[config.mk]
export PLATFORM = sky130hd
export DESIGN_NAME = iq_polar_cordic
export DESIGN_NICKNAME = d
export VERILOG_FILES = /design/src/rtl/cordic_pkg.sv /design/src/rtl/cordic_atan_rom.sv /design/src/rtl/iq_polar_cordic.sv
export SDC_FILE = /design/constraint.sdc
export NUM_CORES = 1
export LEC_CHECK = 0
export BUFFER_PORTS_ARGS = -buffer_cell sky130_fd_sc_hd__buf_4
export CAP_MARGIN = 5
export CORE_UTILIZATION = 65
export CTS_CLUSTER_DIAMETER = 100
export DETAILED_ROUTE_END_ITERATION = 12
export PLACE_DENSITY = 0.85
export SYNTH_ARGS = -nofsm -noshare
export SYNTH_HDL_FRONTEND = slang
export SYNTH_HIERARCHICAL = 1
export SYNTH_SLANG_ARGS = --single-unit
[constraint.sdc]
create_clock -name clk -period 9.45 [get_ports clk]
set_input_delay 0.945 -clock clk [delete_from_list [all_inputs] [get_ports clk]]
set_output_delay 0.945 -clock clk [all_outputs]
set_load 0.02 [all_outputs]
[src/rtl/cordic_pkg.sv]
// Shared constants, atan table and FSM states for the vectoring CORDIC.
package cordic_pkg;

  localparam int unsigned ATAN_IDX_W   = 4;
  localparam int unsigned ATAN_SCALE_W = 16;

  // 1/1.6468 in Q0.11, removes the CORDIC gain from the magnitude
  localparam logic [12:0] KOEF_MASH = 13'h4DB;

  // round(atan(2^-i) * 2^16 / 2pi), i = 0..15
  localparam logic [ATAN_SCALE_W-1:0] ATAN_TABLE [16] = '{
    16'h2000, 16'h12E4, 16'h09FB, 16'h0511,
    16'h028B, 16'h0146, 16'h00A3, 16'h0051,
    16'h0029, 16'h0014, 16'h000A, 16'h0005,
    16'h0003, 16'h0001, 16'h0001, 16'h0000
  };

  typedef enum logic [1:0] {IDLE, FOLD, ITER, DONE} cordic_state_e;

endpackage

[src/rtl/cordic_atan_rom.sv]
// Combinational atan lookup, scaled down from the 16-bit table to WIDTH_ANGLE.
module cordic_atan_rom
  import cordic_pkg::*;
#(
  parameter int unsigned WIDTH_ANGLE = 16
) (
  input  logic [ATAN_IDX_W-1:0]  idx,
  output logic [WIDTH_ANGLE-1:0] atan_c
);

  assign atan_c = WIDTH_ANGLE'(ATAN_TABLE[idx] >> (ATAN_SCALE_W - WIDTH_ANGLE));

endmodule

[src/rtl/iq_polar_cordic.sv]
// Iterative vectoring CORDIC: I/Q sample in, magnitude and phase out.
// Define GAIN_COMP_EN to scale the magnitude by 1/1.6468 before it is registered.
module iq_polar_cordic
  import cordic_pkg::*;
#(
  parameter int unsigned WIDTH_DATA  = 12,
  parameter int unsigned WIDTH_ANGLE = 16,
  parameter int unsigned ITERATIONS  = 14
) (
  input  logic                          clk,
  input  logic                          rst,
  input  logic                          in_valid,
  output logic                          in_ready,
  input  logic signed [WIDTH_DATA-1:0]  I_i,
  input  logic signed [WIDTH_DATA-1:0]  Q_i,
  output logic                          out_valid,
  output logic        [WIDTH_DATA:0]    mag_o,
  output logic        [WIDTH_ANGLE-1:0] phase_o
);

  localparam int unsigned XW = WIDTH_DATA + 2;
  localparam int unsigned MW = WIDTH_DATA + 1;
  localparam int unsigned CW = $clog2(ITERATIONS);
  localparam logic [WIDTH_ANGLE-1:0] HALF_TURN = {1'b1, (WIDTH_ANGLE-1)'(0)};

  cordic_state_e           state_q, state_d;
  logic signed [XW-1:0]    x_q, x_d, y_q, y_d;
  logic [WIDTH_ANGLE-1:0]  z_q, z_d;
  logic [CW-1:0]           cnt_q, cnt_d;
  logic                    zero_q, zero_d;
  logic                    in_ready_d, out_valid_d;
  logic [MW-1:0]           mag_d;
  logic [WIDTH_ANGLE-1:0]  phase_d;

  logic [WIDTH_ANGLE-1:0]  atan_c;
  logic signed [XW-1:0]    x_step_c, y_step_c;
  logic [WIDTH_ANGLE-1:0]  z_step_c;
  logic [MW-1:0]           mag_next_c;

  cordic_atan_rom #(.WIDTH_ANGLE(WIDTH_ANGLE)) u_atan_rom (
    .idx    (ATAN_IDX_W'(cnt_q)),
    .atan_c (atan_c)
  );

  // One micro-rotation; shifts use the pre-update x/y
  always_comb begin
    x_step_c = x_q;
    y_step_c = y_q;
    z_step_c = z_q;
    if (!y_q[XW-1]) begin
      x_step_c = x_q + (y_q >>> cnt_q);
      y_step_c = y_q - (x_q >>> cnt_q);
      if (!zero_q) z_step_c = z_q + atan_c;
    end else begin
      x_step_c = x_q - (y_q >>> cnt_q);
      y_step_c = y_q + (x_q >>> cnt_q);
      if (!zero_q) z_step_c = z_q - atan_c;
    end
  end

`ifdef GAIN_COMP_EN
  assign mag_next_c = MW'(((MW+11)'(MW'(x_step_c)) * (MW+11)'(KOEF_MASH)) >> 11);
`else
  assign mag_next_c = MW'(x_step_c);
`endif

  // Next-state and datapath control
  always_comb begin
    state_d     = state_q;
    x_d         = x_q;
    y_d         = y_q;
    z_d         = z_q;
    cnt_d       = cnt_q;
    zero_d      = zero_q;
    out_valid_d = 1'b0;
    mag_d       = mag_o;
    phase_d     = phase_o;
    case (state_q)
      IDLE: begin
        if (in_valid) begin
          x_d     = XW'(I_i);
          y_d     = XW'(Q_i);
          state_d = FOLD;
        end
      end
      FOLD: begin
        // Left half-plane is mirrored through the origin so x starts non-negative
        zero_d = (x_q == '0) && (y_q == '0);
        cnt_d  = '0;
        if (x_q[XW-1]) begin
          x_d = -x_q;
          y_d = -y_q;
          z_d = HALF_TURN;
        end else begin
          z_d = '0;
        end
        state_d = ITER;
      end
      ITER: begin
        x_d = x_step_c;
        y_d = y_step_c;
        z_d = z_step_c;
        if (cnt_q == CW'(ITERATIONS - 1)) begin
          state_d     = DONE;
          out_valid_d = 1'b1;
          mag_d       = mag_next_c;
          phase_d     = z_step_c;
        end else begin
          cnt_d = cnt_q + CW'(1);
        end
      end
      DONE: state_d = IDLE;
    endcase
    in_ready_d = (state_d == IDLE);
  end

  always_ff @(posedge clk) begin
    if (rst) begin
      state_q   <= IDLE;
      x_q       <= '0;
      y_q       <= '0;
      z_q       <= '0;
      cnt_q     <= '0;
      zero_q    <= 1'b0;
      in_ready  <= 1'b1;
      out_valid <= 1'b0;
      mag_o     <= '0;
      phase_o   <= '0;
    end else begin
      state_q   <= state_d;
      x_q       <= x_d;
      y_q       <= y_d;
      z_q       <= z_d;
      cnt_q     <= cnt_d;
      zero_q    <= zero_d;
      in_ready  <= in_ready_d;
      out_valid <= out_valid_d;
      mag_o     <= mag_d;
      phase_o   <= phase_d;
    end
  end

endmodule

======== After elaboration in Yosys (flattened, before gate mapping) ========
Memory sizes are Yosys's and may differ from the RTL's.
Cells that the tools add are included.
word-level totals
  logic and storage cells ................. 66
  bits in read-only memories .............. 256
  bits in registers ....................... 82
  memories kept ........................... 1
operators by class
  shift operators ......................... 2
  add/sub/neg operators ................... 9
  reductions and logical operators ........ 12
  bitwise logic cells ..................... 2
  magnitude comparators ................... 1
  eq/ne operators ......................... 7
  mux-type cells .......................... 21
memories
  name             depth  bits a word  rd ports  clocked after Yosys merged registers in  wr ports  line                   text
  (no name shown)  16     16           1         0                                        0         cordic_atan_rom.sv:11  assign atan_c = WIDTH_ANGLE'(ATAN_TABLE[idx] >> (ATAN_SCALE_W - WIDTH_ANGLE));
operators with widths
  cell                 count
  $mux 16              6
  $mux 14              6
  $pmux 14 s3          2
  $pmux 16 s2          1
  $add 14x14->14       2
  $logic_not 14->1     2
  $neg 14->14          2
  $sshr 14x4->14       2
  $sub 14x14->14       2
  $add 16x16->16       1
  $sub 16x16->16       1
  $pmux 2 s4           1
  $pmux 4 s2           1
  $ne 2x2->1 const B   3
  $reduce_and 2->1     3
  $ge 5x5->1 const B   1
  $not 4->5            1
  $add 4x1->4 const B  1
  $eq 2x2->1 const B   2
  $eq 4x4->1 const B   1
  $logic_not 2->1      2
  $mux 2               2
  $mux 4               1
  $reduce_and 3->1     1
  7 further kinds      7

======== Longest topological paths before layout ========
Gate-level depths: netlist (run 1).
  depth after elaboration ................. 8
  gate-level depth with buffers ........... 21

======== Modules after synthesis ========
The synthesis (run 1) kept the hierarchy.
modules (own cells, without submodules)
  module           cells an instance  area an instance (um^2)  instances  sequential area each (um^2)
  iq_polar_cordic  1095               8446.9                   1          1641.6
  cordic_atan_rom  52                 402.9                    1          0.0

======== Least setup slack after synthesis (run 1) ========
Ideal clock, no wire load.
  path kind ............................... flip-flop to flip-flop
  start point ............................. reg cnt_q[0]
  end point ............................... reg x_q[11]
  buffers on the path ..................... 2
  period minus slack after synthesis ...... 4.856 ns
  setup time .............................. 0.131 ns
  arrival time ............................ 4.724 ns
  data required time ...................... 9.319 ns
  path slack .............................. 4.594 ns
  cell stages (with the launch flop) ...... 20
  path through ............................ dfxtp_1 -> buf_6 -> buf_6 -> mux4_2 -> a22oi_1 -> o21ai_1 -> inv_1 -> ha_1 -> mux2_2 -> inv_1 -> ha_1 -> nor2b_1 -> o31a_1 -> or4_1 -> a41o_1 -> o41ai_1 -> xor2_1 -> nor2_1 -> a2111oi_0 -> nor3_1
on the way
  word-level cells in the longest chain between the ends .. 4
RTL lines
  item                                                     line                                          text
  start, declared                                          iq_polar_cordic.sv:29                         logic [CW-1:0] cnt_q, cnt_d;
  start signal, assigned                                   iq_polar_cordic.sv:134                        cnt_q <= cnt_d;
  $sshr 14x4->14 (*)                                       iq_polar_cordic.sv:51, iq_polar_cordic.sv:55
  $add 14x14->14 / $sub 14x14->14 (equally long branches)  iq_polar_cordic.sv:51, iq_polar_cordic.sv:55
  $mux 14 (*)                                              iq_polar_cordic.sv:50                         if (!y_q[XW-1]) begin
  $pmux 14 s3 (*)                                          iq_polar_cordic.sv:78                         case (state_q)
  end signal, assigned                                     iq_polar_cordic.sv:120                        x_q <= '0;
  end signal, assigned                                     iq_polar_cordic.sv:131                        x_q <= x_d;
  end, declared                                            iq_polar_cordic.sv:27                         logic signed [XW-1:0] x_q, x_d, y_q, y_d;
Mark *: on every way between the ends. The rest lies on a longest branch, timed or not.
A chain may end at the register's enable or synchronous reset.

======== Final worst setup path (run 1) ========
Ends and elaborated chain as after synthesis.

==> metrics.txt, run 1 <==
yosys warns=6; Synth async-reset ratio=0%; highest clock rate=184.7 MHz; CTS Hold Bufs=0; EDFF count, synth=0; Hold Path End=phase_o[4]; commonest cells in the netlist=nor2_1, nand2_1, a21oi_1; total CTS buffers=9; worst hold start=phase_o[4]; Post-CTS Setup Inserts=0; Worst EP arrival=5.61 ns; Pleak=3.818 nW; DRC viols=0; Core Area=0.01324 mm2; top fanout value on the critical path=26; diodes inserted=0; unrepaired setup endpoints after global routing=false; RePlAce Congestion=0.9310; share of cells above drive strength 1=12.36%; synthesized area=0.008850 mm2; status=finished, final reports clean; Vias/cell=6.697; Total Power=3.219 mW; clock buffer depth=2; CTS tree=done; CTS H-tree depth=3; Min-Delay Path Depth=2; Clock Latency Late Sink=0.35 ns; Initial Utilization=66.83%; R2R setup slack=4.04 ns; CTS clk-pin slew, worst paths=0.07 ns; GRT overflow=0; DRT iter0 DRCs=1316; Mean Syn Cell Area=7.716 um2; RR Startpoint=cnt_q[0]; drt first pass iters=6; largest net degree at the start of global routing=87; Req. time, crit path=9.65 ns; Net count, final=1251; Final Hold Vio Count=0; Setup crit end kind=flip-flop; share of the synthesized area in the top cell type=18.55%; Cell Rows=42; reg2reg path depth=18; number of synthesized register bits=82; Root Buffer=clkbuf_16; Period minus WS final=5.415 ns; max-cap viol count=0; PostCTS Resize Cnt=0; vias in the first global route=8151; first-pass GRT wire length=41330 um; worst rel slew slack=24.65%; clk_skew=0.009953 ns; Post-DRT Antenna Nets=0; die area=0.01409 mm2; transition time of the tightest slew-check pin=1.129 ns; post-synthesis sequential area ratio=18.55%; Top FF cell, synth=dfxtp_1; drt total wl=25460 um; Final Cycle Share=57.30%; Die Ht=118.7 um; initial antenna violation count=0; worst setup path category=flip-flop to flip-flop; most common cell in the netlist=nor2_1; startpoint types=flip-flop; routed len/inst=19.22 um; Total GRT Usage=36.42%; Synth area leaders=dfxtp_1, ha_1, mux4_2, a21oi_1, nor2_1; area leader, netlist=dfxtp_1; Peak VDD IR=341.0 uV; Final setup viols=0; Min-Delay Path Class=flip-flop to flip-flop; Max Slew Vio Count=0; via count=8873; Cell variety after synth=91; I/O Pins=58; area grow syn2layout=6.235%; synthesized instance count=1147; PD cells=342.4 mW/mm2; # port buffers=57; Die X=118.7 um; reg-to-reg endpoint=x_q[11]; total negative slack=0 ns; Clock Sinks=82; DP HPWL=18420 um
worst max-delay path: stages, from the launching register on:
cell and delay, ns:
dfxtp_2 0.55, buf_4 0.46, mux4_1 0.63, mux4_2 0.56
a211oi_2 0.21, and2_4 0.22, a31oi_1 0.17, a21oi_1 0.33
mux2i_1 0.14, o21ai_0 0.18, ha_1 0.31, nand3_1 0.11
nand2_1 0.06, a41o_1 0.21, o41ai_1 0.38, xor2_1 0.23
nor2_1 0.05, a2111oi_0 0.39, nor3_1 0.09
cells by family after synthesis:
kind of cell / after synthesis / synth area share (%)
and+or+nand+nor: 398 / 21.15
AOI/OAI and AO/OA: 320 / 23.75
buffers and inverters: 146 / 7.974
DFF: 82 / 18.55
adders and majority gates: 80 / 11.65
xor gates and xnor gates: 67 / 6.786
muxes: 53 / 10.09
other: 1 / 0.04237
placed cells by master, fill, tap and decap left out, types with 13 or more instances in the layout:
cell	instances
a31oi_1	16
nor2_1	128
nand2_1	116
mux2i_1	17
a211oi_1	18
nor3_1	43
a221oi_1	13
a21oi_1	101
mux4_2	23
ha_1	76
nand2b_1	16
dfxtp_1	80
buf_4	67
o21ai_0	54
xor2_1	23
nand3_1	18
inv_1	63
xnor2_1	43
registers in the layout (all words and copies together), names as in the netlist:
signal     flops
mag_o         13
zero_q         1
phase_o       16
in_ready       1
state_q        2
z_q           16
cnt_q          4
out_valid      1
x_q           14
y_q           14
final cells by class:
type                            count  area [um2]
Clock buffer                        9       225.2
Clock inverter                      7       62.56
Fill cell                        1084        3841
Inverter                           64       240.2
Multi-Input combinational cell    920        6506
Sequential cell                    82        1644
Tap cell                          176       220.2
Timing Repair Buffer               67       503.0
through the flow:
stage | instances | setup slack [ns] | util, % | cell area (um2) | hold slack [ns]
after floorplan | 1148 | 4.594 | - | 8853 | 0.4710
after global placement | 1309 | 4.255 | 68.82 | 9114 | 0.4413
after detailed placement | 1309 | 4.106 | 68.82 | 9114 | 0.4499
after CTS | 1325 | 4.078 | 70.99 | 9402 | 0.4596
after global routing | 1325 | 3.529 | 70.99 | 9402 | 0.4814
final | 1325 | 4.035 | 70.99 | 9402 | 0.4544
power breakdown:
| part | switching (mW) | leakage (nW) | internal, mW | total (mW) |
|---|---|---|---|---|
| Clock | 0.166 | 0.136 | 0.183 | 0.349 |
| Combinational | 1.39 | 3.01 | 0.937 | 2.33 |
| Sequential | 0.145 | 0.668 | 0.399 | 0.544 |
layer usage:
| layer | vias to the layer above | part of all wire (%) | track usage, % |
|---|---|---|---|
| met5 | - | 0 | 0 |
| met4 | 0 | 2.9 | 12.42 |
| met3 | 64 | 12 | 7.095 |
| met2 | 570 | 44 | 56.14 |
| met1 | 4106 | 41 | 50.63 |
| li1 | 4133 | - | - |
how the worst max path moves through the flow:
stage / start / endpoint / slack, ns / cells past startpoint
after floorplan: cnt_q[0] / x_q[11] / 4.59 / 19
after global placement: cnt_q[0] / x_q[11] / 4.26 / 18
after detailed placement: cnt_q[0] / x_q[11] / 4.11 / 18
after CTS: cnt_q[0] / x_q[11] / 4.08 / 18
after global routing: cnt_q[0] / x_q[11] / 3.53 / 18
final: cnt_q[0] / x_q[11] / 4.04 / 18
Note: power is estimated with default switching activity, not from simulation.
==> run 2: changes to the inputs <==
ABC_AREA = 1   (was not set)
CORE_UTILIZATION = 57   (was 65)
PLACE_DENSITY = 0.79   (was 0.85)
clock period = 4.45 ns   (was 9.45 ns; I/O delays follow)
==> metrics.txt, run 2 <==
CP delay by family, top=simple AND/OR/NAND/NOR gates; Peak VDD IR=439.4 uV (+29%); Non-Filler Instances=1693 (+28%); Cell variety after synth=55 (-40%); worst rel slew slack=37.54% (+13 points); max incr delay on CP=0.58 ns (-0.05 ns); max-cap viol count=0 (unchanged); Crit path top cell by count=nand2_1; Total GRT Usage=35.67% (-0.75 points); CTS Hold Bufs=0 (unchanged); total CTS buffers=9 (unchanged); Core Area=0.01520 mm2 (+15%); Post-DRT Antenna Nets=0 (unchanged); Clock Sinks=82 (unchanged); critical path's slowest cell=dfxtp_1; reg-to-reg endpoint=y_q[13]; share of cells above drive strength 1=10.17% (-2.2 points); Root Buffer=clkbuf_16; total negative slack=0 ns (unchanged); die area=0.01612 mm2 (+14%); Cell Rows=45 (+7.1%); first-pass GRT wire length=45750 um (+11%); RR Startpoint=cnt_q[1]; largest net degree at the start of global routing=60 (-31%); Max Slew Vio Count=0 (unchanged); unrepaired setup endpoints after global routing=false; yosys warns=6 (unchanged); dpl cells=1677 (+28%); PD cells=839.2 mW/mm2 (+150%); Req. time, crit path=4.74 ns (-4.91 ns); vias in the first global route=9138 (+12%); met2 wire length=12680 um (+14%); top routing layer used=met4; CTS clk-pin slew, worst paths=0.07 ns (about the same); CTS tree=done; Sequential Area=0.001643 mm2 (about the same); number of fill cells=1459 (+35%); Synth area leaders=dfxtp_1, nand2_1, ha_1, nand3_1, o21ai_0; top fanout value on the critical path=25 (-3.8%); R2R setup slack=0.46 ns (-3.58 ns); WL met3=2291 um (-28%); synthesized area=0.008904 mm2 (+0.61%); DP HPWL=21010 um (+14%); Worst EP arrival=4.28 ns (-1.33 ns); commonest cells in the netlist=nand2_1, nand3_1, inv_1; Multi-input gate area=0.006316 mm2 (-2.9%); RePlAce Congestion=0.9560 (+2.7%); CTS H-tree depth=3 (unchanged); Net count, final=1607 (+28%); worst-path cell chain=inv_2 -> nand2_1 -> nand3_1 -> nand2_1 -> nand2_1 -> nand2_1 -> ha_1 -> nand3_1 -> nor3_2 -> a21oi_1 -> xor2_1 -> ha_1 -> nand2_1 -> nor3_1 -> nand3_1 -> o2111ai_1 -> nand2_1 -> and3_1 -> nand3_1 -> nand3_1 -> nand2_1 -> nand2_1 -> a21oi_1; Die Ht=127.0 um (+7.0%); worst setup path category=flip-flop to flip-flop; Min-Delay Path Class=primary input to flip-flop; drt first pass iters=6 (unchanged); Vias/cell=5.917 (-12%); drt total wl=28130 um (+10%); Top FF cell, synth=dfxtp_1; EDFF count, synth=0 (unchanged); share of the synthesized area in the top cell type=18.44% (-0.11 points); worst hold start=Q_i[2]; diodes inserted=0 (unchanged); met1 WL=11890 um (+14%); GRT overflow=0 (unchanged); clock buffer depth=2 (unchanged); Min-Delay Path Depth=3 (+1); Hold Path End=y_q[2]; PostCTS Resize Cnt=0 (unchanged); Setup crit end kind=flip-flop; Die X=127.0 um (+7.0%); Mean Syn Cell Area=6.040 um2 (-22%); number of synthesized register bits=82 (unchanged); reg2reg path depth=23 (+5); Post-CTS Setup Inserts=0 (unchanged); status=finished, final reports clean; synthesized instance count=1474 (+29%); I/O Pins=58 (unchanged); Final Cycle Share=89.72% (+32 points); Period minus WS final=3.992 ns (-1.422 ns); routed len/inst=16.62 um (-14%); most common cell after layout, fill and taps aside=nand2_1; CP Launch Point=cnt_q[1]; DRC viols=0 (unchanged); clk_skew=0.01135 ns (+0.001396 ns); most common cell in the netlist=nand2_1; Final setup viols=0 (unchanged); DRT iter0 DRCs=1138 (-14%); startpoint types=flip-flop; area grow syn2layout=9.654%; post-synthesis sequential area ratio=18.44% (-0.11 points); via count=10018 (+13%); # port buffers=57 (unchanged); Initial Utilization=58.57% (-8.3 points); Synth async-reset ratio=0% (unchanged); highest clock rate=250.5 MHz (+36%); CP bufs+invs=1 (unchanged); Final Hold Vio Count=0 (unchanged); Largest regs=phase_o (16), z_q (16); transition time of the tightest slew-check pin=0.9359 ns (-0.1931 ns); Pleak=4.868 nW (+27%); Clock Latency Late Sink=0.36 ns (about the same); most frequent cells in the layout=nand2_1, nand3_1, inv_1; area leader, netlist=dfxtp_1; initial antenna violation count=0 (unchanged)
[run 2: changes by cell type in the layout (fill, tap and decap cells not counted), moves of 23 or more]
cell / change
xnor2_1: -33
o21ai_0: +67
inv_1: +92
nand3_1: +144
nand2_1: +251
mux4_2: -23
nor3_1: -33
[run 2: worst reg2reg max path, delay by kind of cell (launching register included)]
kind	cells	cell delay, ns
compound gates	3	0.48
xor+xnor	1	0.16
fa+ha+maj	2	0.54
buf+inv	1	0.29
flops	1	0.58
simple gates	16	1.87
[run 2: cells by family (layout without fill, tap and decap cells)]
group / after synthesis / count (layout) / synth area share, %
buffers and inverters: 228 / 258 / 10.72
and+or+nand+nor: 719 / 719 / 34.89
AOI/OAI and AO/OA: 332 / 332 / 21.11
other: 1 / 2 / 0.04212
adders and majority gates: 80 / 80 / 11.58
DFF: 82 / 82 / 18.44
muxes: 1 / 1 / 0.1686
xor gates and xnor gates: 31 / 31 / 3.049
[run 2: report_power, final]
group	internal [mW]	leakage [nW]	switching, mW
Sequential	0.880	0.668	0.265
Clock	0.501	0.159	0.343
Combinational	2.16	4.04	4.04
[run 2: area by class of cell]
class                      count  share of cell area [%]
clock buffer                   9                   2.307
multi-input combinational   1165                   64.69
inverter                     164                   6.433
timing repair buffer          78                   6.254
tap                          188                   2.409
clock inverter                 7                   1.077
sequential                    82                   16.83
[run 2: worst max path at each step]
stage / end / slack (ns) / cells after the start
6_report: y_q[13] / 0.46 / 23
5_1_grt: y_q[13] / 0.11 / 23
2_1_floorplan: x_q[11] / 0.98 / 24
3_5_place_dp: y_q[13] / 0.58 / 23
3_3_place_gp: x_q[13] / 0.68 / 25
4_1_cts: y_q[13] / 0.52 / 23
[run 2: metrics by stage]
stage	worst slack (ns)	cell area (um2)	util (%)	hold WS, ns	power [mW]
floorplan	0.9834	8907	-	0.4752	5.739
detailed placement	0.5834	9433	62.05	0.4554	7.192
global route	0.1072	9763	64.22	0.3923	9.006
CTS	0.5210	9763	64.22	0.3700	8.064
global placement	0.6802	9433	62.05	0.4532	7.124
finish	0.4576	9763	64.22	0.3635	8.193
[run 2: metal layers]
| metal | vias up | global-route usage (%) |
|---|---|---|
| li1 | 4956 | - |
| met1 | 4521 | 46.17 |
| met2 | 463 | 58.60 |
| met3 | 78 | 4.816 |
| met4 | 0 | 17.30 |
| met5 | - | 0 |
